### src/rtl/pic_regfile_if.sv
// Decoder/ALU-facing bus of the general-purpose register file.
interface pic_regfile_if #(
    parameter int unsigned DATA_W = 8,
    parameter int unsigned ADDR_W = 5
);
    logic              we;
    logic [ADDR_W-1:0] addr;
    logic [DATA_W-1:0] alu_bus;
    logic [DATA_W-1:0] ram_bus;
    logic [ADDR_W-1:0] fsr;
    logic              ready;

    modport master (
        output we, addr, alu_bus,
        input  ram_bus, fsr, ready
    );

    modport slave (
        input  we, addr, alu_bus,
        output ram_bus, fsr, ready
    );
endinterface

### src/rtl/pic_regfile.sv
// Register file with INDF/FSR indirect addressing, registered read port and post-reset clear sweep.
// Optional macro RAM_BYPASS_EN selects write-first reads; default is read-first.
module pic_regfile #(
    parameter int unsigned DATA_W    = 8,
    parameter int unsigned ADDR_W    = 5,
    parameter int unsigned INDF_ADDR = 0,
    parameter int unsigned FSR_ADDR  = 4,
    parameter int unsigned RST_VAL   = 0
) (
    input logic         clk,
    input logic         rst,
    pic_regfile_if.slave bus
);
    localparam int unsigned DEPTH = 1 << ADDR_W;

    typedef enum logic {
        ST_CLEAR = 1'b0,
        ST_RUN   = 1'b1
    } state_t;

    state_t            state;
    logic [ADDR_W-1:0] clr_ptr;
    logic [DATA_W-1:0] ram_bus_q;
    logic [ADDR_W-1:0] fsr_q;
    logic              ready_q;

    logic [DATA_W-1:0] ram [DEPTH];

    logic [ADDR_W-1:0] ea;
    logic              indf_self;
    logic              mem_we;
    logic [ADDR_W-1:0] mem_addr;
    logic [DATA_W-1:0] mem_wdata;
    logic [DATA_W-1:0] rd_data;
    logic              fsr_we;

    // Effective address, array write port selection and next read value
    always_comb begin
        ea        = bus.addr;
        indf_self = 1'b0;
        mem_we    = 1'b0;
        mem_addr  = clr_ptr;
        mem_wdata = DATA_W'(RST_VAL);
        rd_data   = '0;
        fsr_we    = 1'b0;

        if (bus.addr == ADDR_W'(INDF_ADDR)) begin
            ea = fsr_q;
        end
        indf_self = (bus.addr == ADDR_W'(INDF_ADDR)) && (fsr_q == ADDR_W'(INDF_ADDR));

        if (state == ST_CLEAR) begin
            mem_we    = 1'b1;
            mem_addr  = clr_ptr;
            mem_wdata = DATA_W'(RST_VAL);
        end else begin
            mem_we    = bus.we && !indf_self;
            mem_addr  = ea;
            mem_wdata = bus.alu_bus;
            fsr_we    = bus.we && !indf_self && (ea == ADDR_W'(FSR_ADDR));
`ifdef RAM_BYPASS_EN
            rd_data   = indf_self ? '0 : (bus.we ? bus.alu_bus : ram[ea]);
`else
            rd_data   = indf_self ? '0 : ram[ea];
`endif
        end
    end

    // Storage array: no reset, initialised by the clear sweep
    always_ff @(posedge clk) begin
        if (mem_we) begin
            ram[mem_addr] <= mem_wdata;
        end
    end

    // Control state, read register and FSR shadow
    always_ff @(posedge clk or negedge rst) begin
        if (!rst) begin
            state     <= ST_CLEAR;
            clr_ptr   <= '0;
            ram_bus_q <= '0;
            fsr_q     <= ADDR_W'(RST_VAL);
            ready_q   <= 1'b0;
        end else if (state == ST_CLEAR) begin
            ram_bus_q <= '0;
            if (clr_ptr == ADDR_W'(DEPTH - 1)) begin
                state   <= ST_RUN;
                ready_q <= 1'b1;
            end else begin
                clr_ptr <= clr_ptr + ADDR_W'(1);
            end
        end else begin
            ram_bus_q <= rd_data;
            if (fsr_we) begin
                fsr_q <= ADDR_W'(bus.alu_bus);
            end
        end
    end

    assign bus.ram_bus = ram_bus_q;
    assign bus.fsr     = fsr_q;
    assign bus.ready   = ready_q;
endmodule
### src/flat_wrapper.sv
// flat-port wrapper written by rule: the top's interface ports become plain ports
module pic_regfile_flat 
#(
    parameter int unsigned DATA_W    = 8,
    parameter int unsigned ADDR_W    = 5,
    parameter int unsigned INDF_ADDR = 0,
    parameter int unsigned FSR_ADDR  = 4,
    parameter int unsigned RST_VAL   = 0
)
  (clk, rst, bus_we, bus_addr, bus_alu_bus, bus_ram_bus, bus_fsr, bus_ready);
  pic_regfile_if #(.DATA_W(DATA_W), .ADDR_W(ADDR_W)) bus_i ();
  input logic clk;
  input logic rst;
  input wire logic [$bits(bus_i.we)-1:0] bus_we;
  input wire logic [$bits(bus_i.addr)-1:0] bus_addr;
  input wire logic [$bits(bus_i.alu_bus)-1:0] bus_alu_bus;
  output wire logic [$bits(bus_i.ram_bus)-1:0] bus_ram_bus;
  output wire logic [$bits(bus_i.fsr)-1:0] bus_fsr;
  output wire logic [$bits(bus_i.ready)-1:0] bus_ready;
  assign bus_i.we = bus_we;
  assign bus_i.addr = bus_addr;
  assign bus_i.alu_bus = bus_alu_bus;
  assign bus_ram_bus = bus_i.ram_bus;
  assign bus_fsr = bus_i.fsr;
  assign bus_ready = bus_i.ready;
  pic_regfile #(.DATA_W(DATA_W), .ADDR_W(ADDR_W), .INDF_ADDR(INDF_ADDR), .FSR_ADDR(FSR_ADDR), .RST_VAL(RST_VAL)) u_core (.clk(clk), .rst(rst), .bus(bus_i));
endmodule
### config.mk
export PLATFORM = sky130hd
export DESIGN_NAME = pic_regfile_flat
export DESIGN_NICKNAME = d
export VERILOG_FILES = /design/src/rtl/pic_regfile_if.sv /design/src/rtl/pic_regfile.sv /design/src/flat_wrapper.sv
export SDC_FILE = /design/constraint.sdc
export NUM_CORES = 1
export LEC_CHECK = 0
export BUFFER_PORTS_ARGS = -buffer_cell sky130_fd_sc_hd__buf_4
export CORE_MARGIN = 2
export CORE_UTILIZATION = 30
export CTS_BUF_LIST = sky130_fd_sc_hd__clkbuf_16
export CTS_CLUSTER_DIAMETER = 100
export DETAILED_ROUTE_END_ITERATION = 10
export PLACE_DENSITY = 0.56
export SLEW_MARGIN = 20
export SYNTH_ARGS = -nofsm -noshare
export SYNTH_HDL_FRONTEND = slang
export SYNTH_SLANG_ARGS = --single-unit
### constraint.sdc
create_clock -name clk -period 2.4 [get_ports clk]
set_input_delay 0.24 -clock clk [delete_from_list [all_inputs] [get_ports clk]]
set_output_delay 0.24 -clock clk [all_outputs]
set_load 0.03 [all_outputs]
==> impl_metrics.json, run 1 <==
{
  "violations": "negative setup slack",
  "hold_path_class": "input pin to async pin",
  "regArea_um2": 8190,
  "die_x_um": 198,
  "area_delta_synth_final_pct": 28.9,
  "required_ns": 2.85,
  "globalRouteOverflowTotal": 0,
  "synth_cells": 729,
  "port_buffers": 29,
  "clk_pin_slew_ns": 0.06,
  "die-area_um2": 39100,
  "ant_nets": 0,
  "crit_arrival_ns": 2.95,
  "die_h_um": 198,
  "tightest_slew_ns": 0.755,
  "yosysTopAreaCell": "edfxtp_1",
  "max_freq_mhz": 401,
  "cts_htree_levels": 1,
  "crit_fanout": 18,
  "worst_ir_drop_vdd_v": 0.000566,
  "ios": 30,
  "fin_crit_sh_pct": 104,
  "power_mw": 10.6,
  "post-dp-hpwl_um": 18100,
  "layout.cells.non_filler": 1374,
  "crit_family": "compound AO/OA/AOI/OAI gates",
  "root_buffer": "clkbuf_16",
  "start_util_pct": 30.6,
  "synthTopCellsByArea": "edfxtp_1 (68%), mux2_2 (8.4%), dfrtp_1 (4.4%)",
  "status": "finished, violations left",
  "grt_usage_pct": 14.5,
  "cts_tree": "built",
  "initialDrtViolationCount": 499,
  "worstSetupPathType": "flip-flop to flip-flop",
  "final_nets": 900,
  "skew_ns": 0.0195,
  "routedWlPerCell_um": 20.6,
  "grt_max_degree": 36,
  "num_rows": 70,
  "drive_above_1_share_pct": 37.6,
  "finalSetupTns_ns": -0.522,
  "final.setup.worst_slack_ns": -0.0962,
  "dp_slack_ns": -0.297,
  "drc": 0,
  "clock_latency_ns": 0.56,
  "crit_path_top_delay_cell": "or4b_4",
  "yosysWarnings": 0,
  "placed_area_um2": 13200,
  "p_leak_nw": 4.91,
  "gp_congestion": 0.804,
  "ys_seq_elements": 276,
  "final_max_slew_viol_count": 0,
  "slew_headroom_pct": 49.5,
  "critical_path.startpoint_type": "flip-flop",
  "powerDensity_nw_per_um2": 733,
  "cts.sinks": 276,
  "cap_violations": 0,
  "antenna_found_initial": 1,
  "core_um2": 36800,
  "grt_pass1_wl_um": 42400,
  "nFillCells": 3418,
  "dp.cells": 1299,
  "crit_path_end_kind": "flip-flop",
  "synth_ff_type": "edfxtp_1",
  "design_area_um2": 14500,
  "cp_slowest_stage_delay_ns": 0.48,
  "crit_path_cell_trace": "or4b_4 > o21ai_4 > buf_12 > buf_4 > mux2_2 > a22oi_2 > buf_4 > nand4_1 > a32o_1",
  "synth_most_common_cell": "edfxtp_1",
  "synth-async-reset-ratio_pct": 7.25,
  "rsz0062_at_grt": "yes",
  "setup_violations": 8,
  "cts.path.max_buffers": 3,
  "synth_enable_flop_cells": 256,
  "routed_via_density": 4.90,
  "synth_commonest_cells": "edfxtp_1 (256), mux2_2 (84), nand2_1 (70), nor2_1 (47), nand3_1 (32)",
  "syn_avg_cell_area_um2": 15.4,
  "hold_violations": 0,
  "yosysSeqAreaShare_pct": 72.8,
  "crit_top_cell": "buf_4",
  "multi_input_area_um2": 3190,
  "ys_types": 55,
  "synth_area_um2": 11300,
  "grt_pass1_vias": 6867,
  "finalWirelength_um": 28300,
  "drt_pass1_iterations": 6,
  "final.min_clock_period_ns": 2.50,
  "cts_buffers": 30,
  "syn-num-nets": 747,
  "cp_num_buf_inv": 3,
  "synth_top_area_share_pct": 68.3,
  "num_vias": 6734
}
-- final cells by class --
type,instances,area share [%]
flip-flops and latches,276,56.5
multi-input cells,413,22.0
repair buffers,155,10.7
clock buffers,30,5.18
well taps,468,4.04
clock inverters,25,1.48
inverters,6,0.155
diodes,1,0.0173
-- stage by stage --
step	hold slack [ns]	util, %
after floorplan	-0.0556	-
after global placement	0.149	35.9
after detailed placement	0.148	35.9
after CTS	0.0962	39.2
after global routing	0.114	39.4
final	0.111	39.4
-- per-layer routing --
metal  global-route usage, %  vias to the layer above  wire, µm  share of wire [%]
li1                        -                     3144         -                  -
met1                    19.2                     3415     12700                 45
met2                    25.0                      135     13800                 49
met3                    2.28                       40      1180                4.2
met4                    3.15                        0       586                2.1
met5                       0                        -         0                  0
-- kinds of logic (layout without fill, tap and decap cells) --
logic type | count (synthesis) | in the layout | synth area share (%)
flops | 276 | 276 | 72.8
simple gates | 199 | 199 | 8.30
other cells | 0 | 1 | 0
xor+xnor | 3 | 3 | 0.234
mux | 94 | 94 | 9.31
buf+inv | 40 | 216 | 1.72
compound gates | 115 | 115 | 7.46
fa+ha+maj | 2 | 2 | 0.222
-- timing repair --
| item | 4_1_cts | 5_1_grt |
|---|---|---|
| resized for setup | 17 | 11 |
| cloned | 0 | 0 |
| setup endpoints to repair | 31 | 151 |
| hold endpoints to repair | 25 | 0 |
| pin swaps | 7 | 4 |
| hold buffers | 6 | 0 |
| buffers inserted | 11 | 2 |
-- path summary, 6_finish.rpt --
check	cells past startpoint	start	endpoint	slack (ns)
setup / recovery	9	u_core.bus.fsr[1]	u_core.bus.ram_bus[1]	-0.1
hold / removal	2	rst	u_core.clr_ptr[1]	0.11
setup reg to reg	9	u_core.bus.fsr[1]	u_core.bus.ram_bus[1]	-0.1
hold reg to reg	1	u_core.bus.ready	u_core.bus.ready	0.46
max in group asynchronous	2	rst	u_core.bus.fsr[2]	2.02
min in group clk	4	bus_we	u_core.bus.fsr[4]	0.22
-- layout by cell type, fill, tap and decap left out, types with 6 or more instances in the layout --
cell type / synthesis / layout
a21o_1: 9 / 9
a32o_1: 7 / 7
mux2_2: 84 / 81
clkinv_2: 0 / 6
nor3_1: 10 / 10
and2_1: 8 / 8
buf_12: 0 / 28
nor2_4: 0 / 20
clkbuf_16: 0 / 30
a221o_1: 8 / 8
nand4_1: 10 / 10
clkinv_1: 0 / 6
o21ai_0: 9 / 9
o22ai_1: 16 / 14
edfxtp_1: 256 / 256
inv_1: 6 / 10
nor2_1: 47 / 21
a22oi_2: 0 / 11
dlygate4sd3_1: 0 / 6
nor2_2: 2 / 8
nand3_1: 32 / 32
dfrtp_1: 20 / 18
mux2i_1: 9 / 8
a21oi_1: 22 / 19
nand2_1: 70 / 70
buf_4: 4 / 118
a2bb2oi_1: 7 / 6
-- state kept, by name, summed over array words and instances (netlist names) --
register / count
u_core.state: 1
u_core.bus.ram_bus: 8
u_core.bus.ready: 1
u_core.bus.fsr: 5
u_core.ram: 256
u_core.clr_ptr: 5
-- where the power goes --
group	internal (mW)	leakage (nW)	switching (mW)
clock network	2.60	0.486	1.88
logic	0.347	1.90	0.489
registers	5.29	2.53	0.0219
total	8.24	4.91	2.40
No activity file was read; power rests on OpenSTA's default activity.
==> run 2: changes to the inputs <==
--- a/config.mk
+++ b/config.mk
@@ -11,6 +11,7 @@
 export CTS_BUF_LIST = sky130_fd_sc_hd__clkbuf_16
 export CTS_CLUSTER_DIAMETER = 100
 export DETAILED_ROUTE_END_ITERATION = 10
+export HOLD_SLACK_MARGIN = 0.12
 export PLACE_DENSITY = 0.56
 export SLEW_MARGIN = 20
 export SYNTH_ARGS = -nofsm -noshare
==> impl_metrics.json, run 2 (synthesis results as in run 1) <==
{
  "status": "finished, violations left",
  "violations": "negative setup slack",
  "critical_path.startpoint_type": "flip-flop",
  "initialDrtViolationCount": 512,
  "crit_path_end_kind": "flip-flop",
  "globalRouteOverflowTotal": 0,
  "hold_path_class": "input pin to flip-flop",
  "routed_via_density": 4.91,
  "drc": 0,
  "p_leak_nw": 4.92,
  "largest_reg_flops": 256,
  "cts.sinks": 276,
  "r2r-end": "u_core.bus.ram_bus[5]",
  "ant_nets": 0,
  "start_util_pct": 30.6,
  "cts_buffers": 30,
  "crit_arrival_ns": 2.97,
  "drive_above_1_share_pct": 37.5,
  "num_vias": 6747,
  "final.setup.worst_slack_ns": -0.118,
  "grt_pass1_wl_um": 42600,
  "cts.path.max_buffers": 3,
  "top_register": "u_core.ram",
  "ios": 30,
  "drt_pass1_iterations": 5,
  "die-area_um2": 39100,
  "reg2reg_depth": 8,
  "area_delta_synth_final_pct": 29.0,
  "antenna_found_initial": 1,
  "setup_violations": 8,
  "slew_headroom_pct": 49.0,
  "die_x_um": 198,
  "tightest_slew_ns": 0.762,
  "root_buffer": "clkbuf_16",
  "gp_congestion": 0.804,
  "layout_commonest_cell": "edfxtp_1",
  "final_max_slew_viol_count": 0,
  "skew_ns": 0.0187,
  "r2r_start": "u_core.bus.fsr[1]",
  "rrSetupSlack_ns": -0.12,
  "final.min_clock_period_ns": 2.52,
  "rsz0062_at_grt": "yes",
  "crit_path_cell_trace": "or4b_4 > o21ai_4 > buf_12 > buf_4 > mux2_2 > a22oi_2 > nand4_1 > a32o_1",
  "cp_slowest_stage_delay_ns": 0.48,
  "worst_ir_drop_vdd_v": 0.000566,
  "core_um2": 36800,
  "dp.cells": 1299,
  "clock_latency_ns": 0.56,
  "die_h_um": 198,
  "antenna_cells": 0,
  "worstSetupPathType": "flip-flop to flip-flop",
  "layout.cells.non_filler": 1375,
  "grt_max_degree": 36,
  "worst_hold_path.endpoint": "u_core.bus.fsr[4]",
  "cts_htree_levels": 1,
  "crit_fanout": 18,
  "max_freq_mhz": 397,
  "post-dp-hpwl_um": 18100,
  "num_rows": 70,
  "clk_pin_slew_ns": 0.06,
  "powerDensity_nw_per_um2": 733,
  "cap_violations": 0,
  "hold_violations": 0,
  "grt_pass1_vias": 6892,
  "finalWirelength_um": 28500,
  "required_ns": 2.85,
  "final_nets": 902,
  "hold_depth": 4,
  "timing.hold.ws_ns": 0.217,
  "dp_slack_ns": -0.297,
  "grt_usage_pct": 14.5,
  "fin_crit_sh_pct": 105,
  "final_cell_mix": "edfxtp_1 (256), buf_4 (118), mux2_2 (81)",
  "crit_path_top_delay_cell": "or4b_4",
  "port_buffers": 29,
  "cts_tree": "built",
  "routedWlPerCell_um": 20.7,
  "min_from": "bus_we"
}
==> run 2: cell count changes in the layout (fill, tap and decap cells not counted) <==
cell / change
diode_2: -1
dlygate4sd3_1: +2
==> run 2: layout make-up <==
cell class              instances  area [µm²]
clock inverters                25         215
repair buffers                157        1570
fillers                      3419       22300
clock buffers                  30         751
well taps                     468         586
flip-flops and latches        276        8190
inverters                       6        22.5
multi-input cells             413        3190
==> run 2: critical path: cells and delay by family (launching register included) <==
family	cells	cell delay (ns)
flip-flops	1	0.35
AND/OR/NAND/NOR	2	0.71
buffers and inverters	2	0.31
multiplexers	1	0.32
AO/OA/AOI/OAI	3	0.71
==> run 2: power by group <==
| part | internal [mW] | switching [mW] | total (mW) |
|---|---|---|---|
| logic | 0.349 | 0.493 | 0.842 |
| clock network | 2.60 | 1.89 | 4.49 |
| registers | 5.29 | 0.0214 | 5.32 |
| total | 8.24 | 2.40 | 10.6 |
==> run 2: metrics by stage <==
stage | util [%] | power [mW] | cell area (µm²) | TNS, ns
6_report | 39.5 | 10.6 | 14500 | -0.606
3_5_place_dp | 35.9 | 6.22 | 13200 | -14.18
4_1_cts | 39.3 | 10.7 | 14400 | -0.539
3_3_place_gp | 35.9 | 6.22 | 13200 | -12.70
5_1_grt | 39.5 | 11.0 | 14500 | -2.02
2_1_floorplan | - | 5.82 | 11400 | -6.34
==> run 2: routing by layer <==
layer | share of wire, % | global-route usage [%] | up-vias
li1 | - | - | 3151
met1 | 44 | 19.2 | 3430
met2 | 49 | 25.2 | 125
met3 | 4.6 | 2.28 | 41
met4 | 2.0 | 3.15 | 0
met5 | 0 | 0 | -
==> run 2: timing repair <==
action | in CTS | in global routing
hold endpoints to repair | 25 | 0
hold buffers | 8 | 0
endpoints found under the setup margin | 31 | 151
gates resized for setup | 17 | 11
pin swaps | 7 | 4
setup buffers | 11 | 2
==> run 2: worst max-delay path by stage <==
stage / from / endpoint / slack (ns) / cells past startpoint
after global routing: u_core.bus.fsr[1] / u_core.bus.ram_bus[0] / -0.18 / 8
after global placement: bus_addr[4] / u_core.bus.ram_bus[4] / -0.29 / 10
final: u_core.bus.fsr[1] / u_core.bus.ram_bus[5] / -0.12 / 8
after floorplan: bus_addr[2] / u_core.ram[1][0] / -0.09 / 8
after detailed placement: bus_addr[4] / u_core.bus.ram_bus[7] / -0.30 / 9
after CTS: u_core.bus.fsr[1] / u_core.bus.ram_bus[1] / -0.10 / 9
